===== src/rtl/mem_bist_pkg.sv =====
// Shared types for the memory BIST controller.
// Holds the FSM state encoding and pattern select codes.
package mem_bist_pkg;

  typedef enum logic [1:0] {
    S_IDLE,
    S_WRITE,
    S_READ,
    S_DONE
  } state_e;

  typedef enum logic [1:0] {
    PAT_ADDR  = 2'd0,
    PAT_CHECK = 2'd1,
    PAT_INV   = 2'd2,
    PAT_ONES  = 2'd3
  } pat_e;

endpackage


===== src/rtl/mem_bist_patgen.sv =====
// Expected-data generator for the memory BIST.
// Pure combinational map from (address, pattern) to a data word.
module mem_bist_patgen
  import mem_bist_pkg::*;
#(
  parameter int WIDTH      = 16,
  parameter int ADDR_WIDTH = 9
) (
  input  logic [ADDR_WIDTH-1:0] addr,
  input  pat_e                  pat,
  output logic [WIDTH-1:0]      data
);

  logic [WIDTH-1:0] ext;
  logic [WIDTH-1:0] chk;

  always_comb begin
    ext = WIDTH'(addr);
    chk = '0;
    // even address gives ...1010, odd address gives ...0101
    for (int i = 0; i < WIDTH; i++) begin
      chk[i] = i[0] ^ addr[0];
    end
  end

  always_comb begin
    data = '0;
    unique case (pat)
      PAT_ADDR:  data = ext;
      PAT_CHECK: data = chk;
      PAT_INV:   data = ~ext;
      PAT_ONES:  data = '1;
    endcase
  end

endmodule


===== src/rtl/mem_bist_ctrl.sv =====
// Memory BIST controller: write pass then read/compare pass
// over the whole memory, with a per-transfer ready watchdog.
module mem_bist_ctrl
  import mem_bist_pkg::*;
#(
  parameter int WIDTH      = 16,
  parameter int DEPTH      = 512,
  parameter int ADDR_WIDTH = $clog2(DEPTH),
  parameter int TIMEOUT    = 64
) (
  input  logic                  clk_i,
  input  logic                  rst_i,
  input  logic                  start_i,
  input  logic [1:0]            pattern_i,
  output logic                  valid_o,
  output logic                  wr_rd_o,
  output logic [ADDR_WIDTH-1:0] addr_o,
  output logic [WIDTH-1:0]      wdata_o,
  input  logic [WIDTH-1:0]      rdata_i,
  input  logic                  ready_i,
  output logic                  busy_o,
  output logic                  done_o,
  output logic                  pass_o,
  output logic                  timeout_o,
  output logic [ADDR_WIDTH:0]   err_cnt_o,
  output logic [ADDR_WIDTH-1:0] first_err_addr_o
);

  localparam int WDW = $clog2(TIMEOUT + 1);
  localparam logic [ADDR_WIDTH-1:0] LAST =
    ADDR_WIDTH'(DEPTH - 1);
  localparam logic [WDW-1:0] WD_LIM =
    WDW'(TIMEOUT - 1);

  state_e                state_q, state_d;
  pat_e                  pat_q, pat_d;
  logic [ADDR_WIDTH-1:0] addr_q, addr_d;
  logic [ADDR_WIDTH:0]   err_q, err_d;
  logic [ADDR_WIDTH-1:0] ferr_q, ferr_d;
  logic [WDW-1:0]        wd_q, wd_d;
  logic                  to_q, to_d;
  logic                  pass_q, pass_d;
  logic                  done_q, done_d;

  logic [WIDTH-1:0] exp_data;
  logic             busy;
  logic             xfer;
  logic             mis;

  mem_bist_patgen #(
    .WIDTH      (WIDTH),
    .ADDR_WIDTH (ADDR_WIDTH)
  ) u_patgen (
    .addr (addr_q),
    .pat  (pat_q),
    .data (exp_data)
  );

  assign busy = (state_q == S_WRITE) ||
                (state_q == S_READ);
  assign xfer = busy & ready_i;
  assign mis  = (rdata_i != exp_data);

  always_comb begin
    state_d = state_q;
    pat_d   = pat_q;
    addr_d  = addr_q;
    err_d   = err_q;
    ferr_d  = ferr_q;
    wd_d    = wd_q;
    to_d    = to_q;
    pass_d  = pass_q;
    done_d  = done_q;
    unique case (state_q)
      S_IDLE, S_DONE: begin
        if (start_i) begin
          state_d = S_WRITE;
          pat_d   = pat_e'(pattern_i);
          addr_d  = '0;
          err_d   = '0;
          ferr_d  = '0;
          wd_d    = '0;
          to_d    = 1'b0;
          pass_d  = 1'b0;
          done_d  = 1'b0;
        end
      end
      S_WRITE, S_READ: begin
        if (xfer) begin
          wd_d = '0;
          if (state_q == S_READ && mis) begin
            err_d = err_q + 1'b1;
            if (err_q == '0) ferr_d = addr_q;
          end
          if (addr_q == LAST) begin
            addr_d = '0;
            if (state_q == S_WRITE) begin
              state_d = S_READ;
            end else begin
              state_d = S_DONE;
              done_d  = 1'b1;
              pass_d  = (err_d == '0);
            end
          end else begin
            addr_d = addr_q + 1'b1;
          end
        end else if (wd_q == WD_LIM) begin
          // memory stopped answering: abort the run
          state_d = S_DONE;
          wd_d    = '0;
          to_d    = 1'b1;
          pass_d  = 1'b0;
          done_d  = 1'b1;
        end else begin
          wd_d = wd_q + 1'b1;
        end
      end
    endcase
  end

  always_ff @(posedge clk_i or negedge rst_i) begin
    if (!rst_i) begin
      state_q <= S_IDLE;
      pat_q   <= PAT_ADDR;
      addr_q  <= '0;
      err_q   <= '0;
      ferr_q  <= '0;
      wd_q    <= '0;
      to_q    <= 1'b0;
      pass_q  <= 1'b0;
      done_q  <= 1'b0;
    end else begin
      state_q <= state_d;
      pat_q   <= pat_d;
      addr_q  <= addr_d;
      err_q   <= err_d;
      ferr_q  <= ferr_d;
      wd_q    <= wd_d;
      to_q    <= to_d;
      pass_q  <= pass_d;
      done_q  <= done_d;
    end
  end

  assign valid_o          = busy;
  assign busy_o           = busy;
  assign wr_rd_o          = (state_q == S_WRITE);
  assign addr_o           = busy ? addr_q : '0;
  assign wdata_o          = wr_rd_o ? exp_data : '0;
  assign done_o           = done_q;
  assign pass_o           = pass_q;
  assign timeout_o        = to_q;
  assign err_cnt_o        = err_q;
  assign first_err_addr_o = ferr_q;

endmodule


===== config.mk =====
export PLATFORM = sky130hd
export DESIGN_NAME = mem_bist_ctrl
export DESIGN_NICKNAME = d
export VERILOG_FILES = /design/src/rtl/mem_bist_pkg.sv /design/src/rtl/mem_bist_patgen.sv /design/src/rtl/mem_bist_ctrl.sv
export SDC_FILE = /design/constraint.sdc
export NUM_CORES = 1
export LEC_CHECK = 0
export BUFFER_PORTS_ARGS = -buffer_cell sky130_fd_sc_hd__buf_2
export CORE_ASPECT_RATIO = 0.5
export CORE_MARGIN = 5
export CORE_UTILIZATION = 56
export CTS_BUF_LIST = sky130_fd_sc_hd__clkbuf_4
export CTS_CLUSTER_SIZE = 24
export DETAILED_ROUTE_END_ITERATION = 16
export PLACE_DENSITY_LB_ADDON = 0.08
export SLEW_MARGIN = 20
export SYNTH_ARGS = -nofsm -noshare
export SYNTH_HDL_FRONTEND = slang
export SYNTH_SLANG_ARGS = --single-unit
export TNS_END_PERCENT = 30

===== constraint.sdc =====
create_clock -name clk_i -period 5 [get_ports clk_i]
set_input_delay 0.25 -clock clk_i [delete_from_list [all_inputs] [get_ports clk_i]]
set_output_delay 0.25 -clock clk_i [all_outputs]
set_load 0.01 [all_outputs]

* Word level (Yosys, flattened, before mapping)
Cells that the tools add are included.
Storage, ports and cells: output and inout port bits 50, register bits 42, logic and storage cells 87, input port bits 22
Cells by class: bitwise gates (word level) 3, reductions and logical operators 14, muxes and demuxes 40, add/subtract/negate cells 3, eq/ne operators 18
Operators with widths (number):
- case mux 16 bit (4 select lines) | 1
- two-way mux 9 bit | 7
- two-way mux 10 bit | 5
- case mux 9 bit (2 select lines) | 2
- two-way mux 7 bit | 3
- zero test 10 bit | 2
- case mux 10 bit (2 select lines) | 1
- two-way mux 16 bit | 1
- inequality test 16 bit | 1
- inverter 9 -> 16 bit | 1
- case mux 7 bit (2 select lines) | 1
- inequality test 2 bit (second input constant) | 6
- two-way mux 1 bit | 11
- adder 10 x 1 -> 10 bit (second input constant) | 1
- adder 9 x 1 -> 9 bit (second input constant) | 1
- == test 9 bit (second input constant) | 1
- inequality test 3 bit (second input constant) | 3
- == test 2 bit (second input constant) | 4
- two-way mux 2 bit | 4
- AND reduction 4 bit | 2
- adder 7 x 1 -> 7 bit (second input constant) | 1
- == test 7 x 6 -> 1 bit (second input constant) | 1
- case mux 1 bit (2 select lines) | 3
- AND reduction 3 bit | 2
- 9 further kinds | 13

* Depth between registers and ports, before layout
depth after elaboration 12, depth in mapped cells 11, gate-level depth less buffers 11

* Hierarchy
Synthesis repeated with hierarchy kept, for this count alone.
Unflattened totals: cell total of the unflattened synthesis 327, area total of the unflattened synthesis 2905.3 um^2
Modules (own cells, without submodules):
- mem_bist_ctrl | instances 1, area an instance 2650.0 um^2, seq. area each 1051.0 um^2, cells each 288
- mem_bist_patgen | instances 1, area an instance 255.2 um^2, seq. area each 0.0 um^2, cells each 39

* Least setup slack after synthesis
No wires, ideal clock.
path type register to register, start point register pat_q[1], end point register pass_q, in the netlist pass_o, period minus slack after synthesis 2.542 ns, stages on the path, launching flop included 11, setup slack 2.458 ns, buffers on the path 2, library setup time 0.094 ns, data required time 4.906 ns, data arrival time 2.448 ns, cells stage by stage dfrtp_1 > buf_6 > nand2b_1 > o22ai_2 > o221ai_1 > or4_4 > o31ai_4 > buf_6 > mux2i_1 > o221ai_1 > a221oi_2
Between the ends: longest elaborated chain between the ends 12, elaborated cells on any way between the ends 15, those cells by class eq/ne: 4; mux: 8; reduce/logical: 3
RTL lines:
- from (decl) | RTL line mem_bist_ctrl.sv:36 | pat_e pat_q, pat_d;
- from (signal assigned) | RTL line mem_bist_ctrl.sv:134 | pat_q <= pat_d;
- == test 2 bit (tied with other cells) | RTL line mem_bist_patgen.sv:28 | unique case (pat)
- case mux 16 bit (4 select lines) * | RTL line mem_bist_patgen.sv:28
- inequality test 16 bit * | RTL line mem_bist_ctrl.sv:62 | assign mis = (rdata_i != exp_data);
- logical AND 1 bit * | RTL line mem_bist_ctrl.sv:91 | if (state_q == S_READ && mis) begin
- two-way mux 10 bit * | RTL line mem_bist_ctrl.sv:91
- two-way mux 10 bit * | RTL line mem_bist_ctrl.sv:89 | if (xfer) begin
- two-way mux 10 bit * | RTL line mem_bist_ctrl.sv:74 | unique case (state_q)
- zero test 10 bit * | RTL line mem_bist_ctrl.sv:102 | pass_d = (err_d == '0);
- two-way mux 1 bit * | RTL line mem_bist_ctrl.sv:97 | if (state_q == S_WRITE) begin
- two-way mux 1 bit * | RTL line mem_bist_ctrl.sv:95 | if (addr_q == LAST) begin
- two-way mux 1 bit * | RTL line mem_bist_ctrl.sv:89
- case mux 1 bit (2 select lines) * | RTL line mem_bist_ctrl.sv:74
- to (signal assigned) | RTL line mem_bist_ctrl.sv:140 | pass_q <= pass_d;
- to (decl) | RTL line mem_bist_ctrl.sv:42 | logic pass_q, pass_d;
Mark *: on every way between the ends. The rest lies on a longest branch, timed or not. The select of a mux whose other input is x is not followed. A chain may end at the register's enable or synchronous reset.

* Worst setup path in the final report
start point register pat_q[1], end point register ferr_q[2], in the netlist first_err_addr_o[2]
Between the ends: longest elaborated chain between the ends 6, elaborated cells on any way between the ends 9, those cells by class eq/ne: 5; mux: 1; reduce/logical: 3
RTL lines:
- == test 2 bit (tied with other cells) | RTL line mem_bist_patgen.sv:28
- case mux 16 bit (4 select lines) * | RTL line mem_bist_patgen.sv:28
- inequality test 16 bit * | RTL line mem_bist_ctrl.sv:62
- logical AND 1 bit * | RTL line mem_bist_ctrl.sv:91
- inequality test 2 bit (no line) *
- AND reduction 4 bit (no line) *
- to (signal assigned) | RTL line mem_bist_ctrl.sv:137 | ferr_q <= ferr_d;
- to (decl) | RTL line mem_bist_ctrl.sv:39 | logic [ADDR_WIDTH-1:0] ferr_q, ferr_d;
Mark *: on every way between the ends. The rest lies on a longest branch, timed or not.

==> results by group <==
GRT
  – Gr ovfl total: 0
  – Gr usage total: 23.2%
  – Antenna violations before repair: 0
  – First-pass GRT wire length: 13.9 mm
  – Vias in the first global route: 2822
  – Largest net degree at the start of global routing: 43

Logic synthesis
  – Cells after synthesis: 370
  – Yosys reg bits: 42
  – Ys async rst share: 100%
  – Cell Area, Synth: 3190 µm²
  – Avg Synthesized Cell Area: 8.62 µm²
  – Synth Flop Type: dfrtp_1
  – Yosys warning total: 0
  – Post-synth EDFFs: 0
  – Netlist cell types: 59
  – Sequential share of the synthesized area: 33.0%
  – Syn Nets: 399

STA
  – Max Slew Vio Count: 0
  – Final TNS setup: 0 ns
  – Worst setup margin: 1.43 ns
  – Unrepaired setup endpoints after global routing: false
  – Tmin final: 3.57 ns
  – Final Hold Fails: 0
  – # setup viols final: 0
  – Worst rel slew slack: 46.7%
  – Highest clock rate: 0.280 GHz
  – Slew @ Worst Pin: 0.800 ns
  – Clock Skews: 0.0152 ns
  – Final period util: 71.3%

Power
  – Leakage power: 1.72 nW
  – PD cells: 520 nW/µm²
  – Peak VDD IR: 0.000337 V

CTS
  – H-tree Lvls: 2
  – Clock root cell: clkbuf_4
  – CTS tree: built
  – Clock buffer depth: 2
  – Clock slew at reported path FFs: 0.14 ns
  – Num Clock Sinks: 42
  – Num CTS Buffers: 5
  – Worst-Skew Late Latency: 0.38 ns

Worst setup path
  – Crit end category: flip-flop
  – Register-to-register path setup slack: 1.43 ns
  – Critical Path AT: 3.85 ns
  – Critical-path maximum fanout: 26
  – Data required time of the critical path: 5.28 ns
  – CP startpoint kind: flip-flop
  – CP Class: reg -> reg

Floorplan
  – Die H: 63.4 µm
  – Core area: 5490 µm²
  – Die X: 117 µm
  – Die ar.: 7390 µm²
  – Ports: 72
  – Initial Util: 58.1%
  – # rows: 19

Flow run
  – Count of maximum capacitance violations: 0

Drt
  – Drt drc: 0
  – Antenna viol nets, final: 0
  – DR pass1 iterations: 5
  – DR vias: 3081
  – WL per Instance: 17.0 µm
  – Initial DRC Count: 368
  – Vias per inst: 6.19
  – Routed wire length: 8.48 mm

Outcome
  – Status: finished, final reports clean

Final layout
  – Most common cell after layout, fill and taps aside: buf_2
  – Area delta synth->final: 13.7%
  – Layout cell share with drive strength beyond 1: 26.4%
  – Final Non-Filler Cells: 498
  – Commonest non-fill, non-tap cells in the layout: 71 x buf_2, 42 x dfrtp_1, 36 x o21ai_0
  – # diodes: 0
  – Final #Nets: 453

Worst hold path
  – Hold Crit Class: in -> reg

Placed design
  – Placed Cells: 488
  – Port-buffer cells: 71
  – Setup WS pre-CTS: 1.48 ns
  – Dpl hpwl: 6.12 mm
  – Placer Congestion: 0.889
-- power by group --
group | internal, mW | switching (mW)
combinational | 0.430 | 0.651
clock | 0.156 | 0.126
sequential | 0.397 | 0.125
-- state kept, by name, indices dropped and copies added (netlist names) --
register / cells
done_o: 1
err_cnt_o: 10
addr_q: 9
first_err_addr_o: 9
pass_o: 1
state_q: 2
pat_q: 2
wd_q: 7
timeout_o: 1
-- layer usage --
layer	track usage [%]	part of all wire, %
met1	32.7	45
met2	37.2	46
met3	4.02	7.9
met4	5.15	1.2
met5	0	0
-- Yosys cell counts (all sizes together) (2+ instances only) --
master	count	share of area, %
a211o	2	0.55
a211oi	3	0.71
a21o	2	0.47
a21oi	18	3.2
a221oi	2	1.3
a22o	8	2.2
a22oi	2	0.47
a311oi	7	1.9
a31oi	5	0.98
and3	10	2.0
buf	14	3.7
clkbuf	14	1.6
dfrtp	42	33
ha	7	2.7
inv	13	1.5
mux2	12	5.3
mux2i	5	1.6
nand2	31	3.7
nand2b	6	1.2
nand3	9	1.4
nand4	5	0.98
nor2	35	4.1
nor2b	15	2.9
nor3	11	1.9
nor3b	2	0.63
nor4b	2	0.55
nor4bb	2	0.63
o211ai	2	0.47
o21a	5	1.2
o21ai	37	5.8
o21ba	4	1.3
o221ai	4	1.1
o22ai	2	0.59
o2bb2ai	3	0.82
o31ai	2	0.90
or2	4	0.78
or3	3	0.59
or4	2	0.59
xnor2	6	1.6
xor2	6	1.6
-- what timing repair did --
action,4_1_cts,5_1_grt
hold endpoints to repair,0,20
hold buffers,0,1
setup buffers,0,0
gates resized for setup,0,0
-- stage by stage --
step | util, % | power, mW | hold WS, ns | area (µm²)
4_1_cts | 65.3 | 1.87 | 0.0412 | 3590
3_3_place_gp | 63.4 | 1.56 | 0.434 | 3480
5_1_grt | 66.0 | 2.03 | 0.111 | 3620
3_5_place_dp | 63.4 | 1.59 | 0.452 | 3480
6_report | 66.0 | 1.89 | 0.109 | 3620
2_1_floorplan | - | 1.36 | -0.0456 | 3190
-- worst paths after layout --
path                                             to  depth (start not counted)          from
max in group asynchronous              err_cnt_o[7]                          3         rst_i
min in group asynchronous                    pass_o                          2         rst_i
worst max register to register  first_err_addr_o[2]                          9      pat_q[1]
worst min-delay path                       pat_q[1]                          2  pattern_i[1]
worst min register to register               done_o                          2        done_o
worst max-delay path            first_err_addr_o[2]                          9      pat_q[1]
-- cell families (layout without fill, tap and decap cells) --
group,Yosys count,in the layout,share of synthesized area (%)
mux,17,17,6.87
fa+ha+maj,7,7,2.75
compound gates,110,110,24.5
xor+xnor,12,12,3.30
flops,42,42,33.0
simple gates,140,140,22.7
buf+inv,42,97,6.99
-- critical path: stages, from the launching register on --
cell and delay [ns]:
dfrtp_1 0.82, buf_4 0.35, nor2_1 0.08, a22oi_1 0.21, o221ai_1 0.15, or4_4 0.60
o31ai_4 0.57, o21a_2 0.26, a21oi_4 0.09, mux2_4 0.34
-- cell type report --
type	count	area (µm²)
Clock buffer	5	37.5
Timing Repair Buffer	75	408
Sequential cell	42	1050
Tap cell	73	91.3
Clock inverter	3	68.8
Multi-Input combinational cell	286	1910
Inverter	14	52.6
Fill cell	459	1870
No activity file was read; power rests on OpenSTA's default activity.
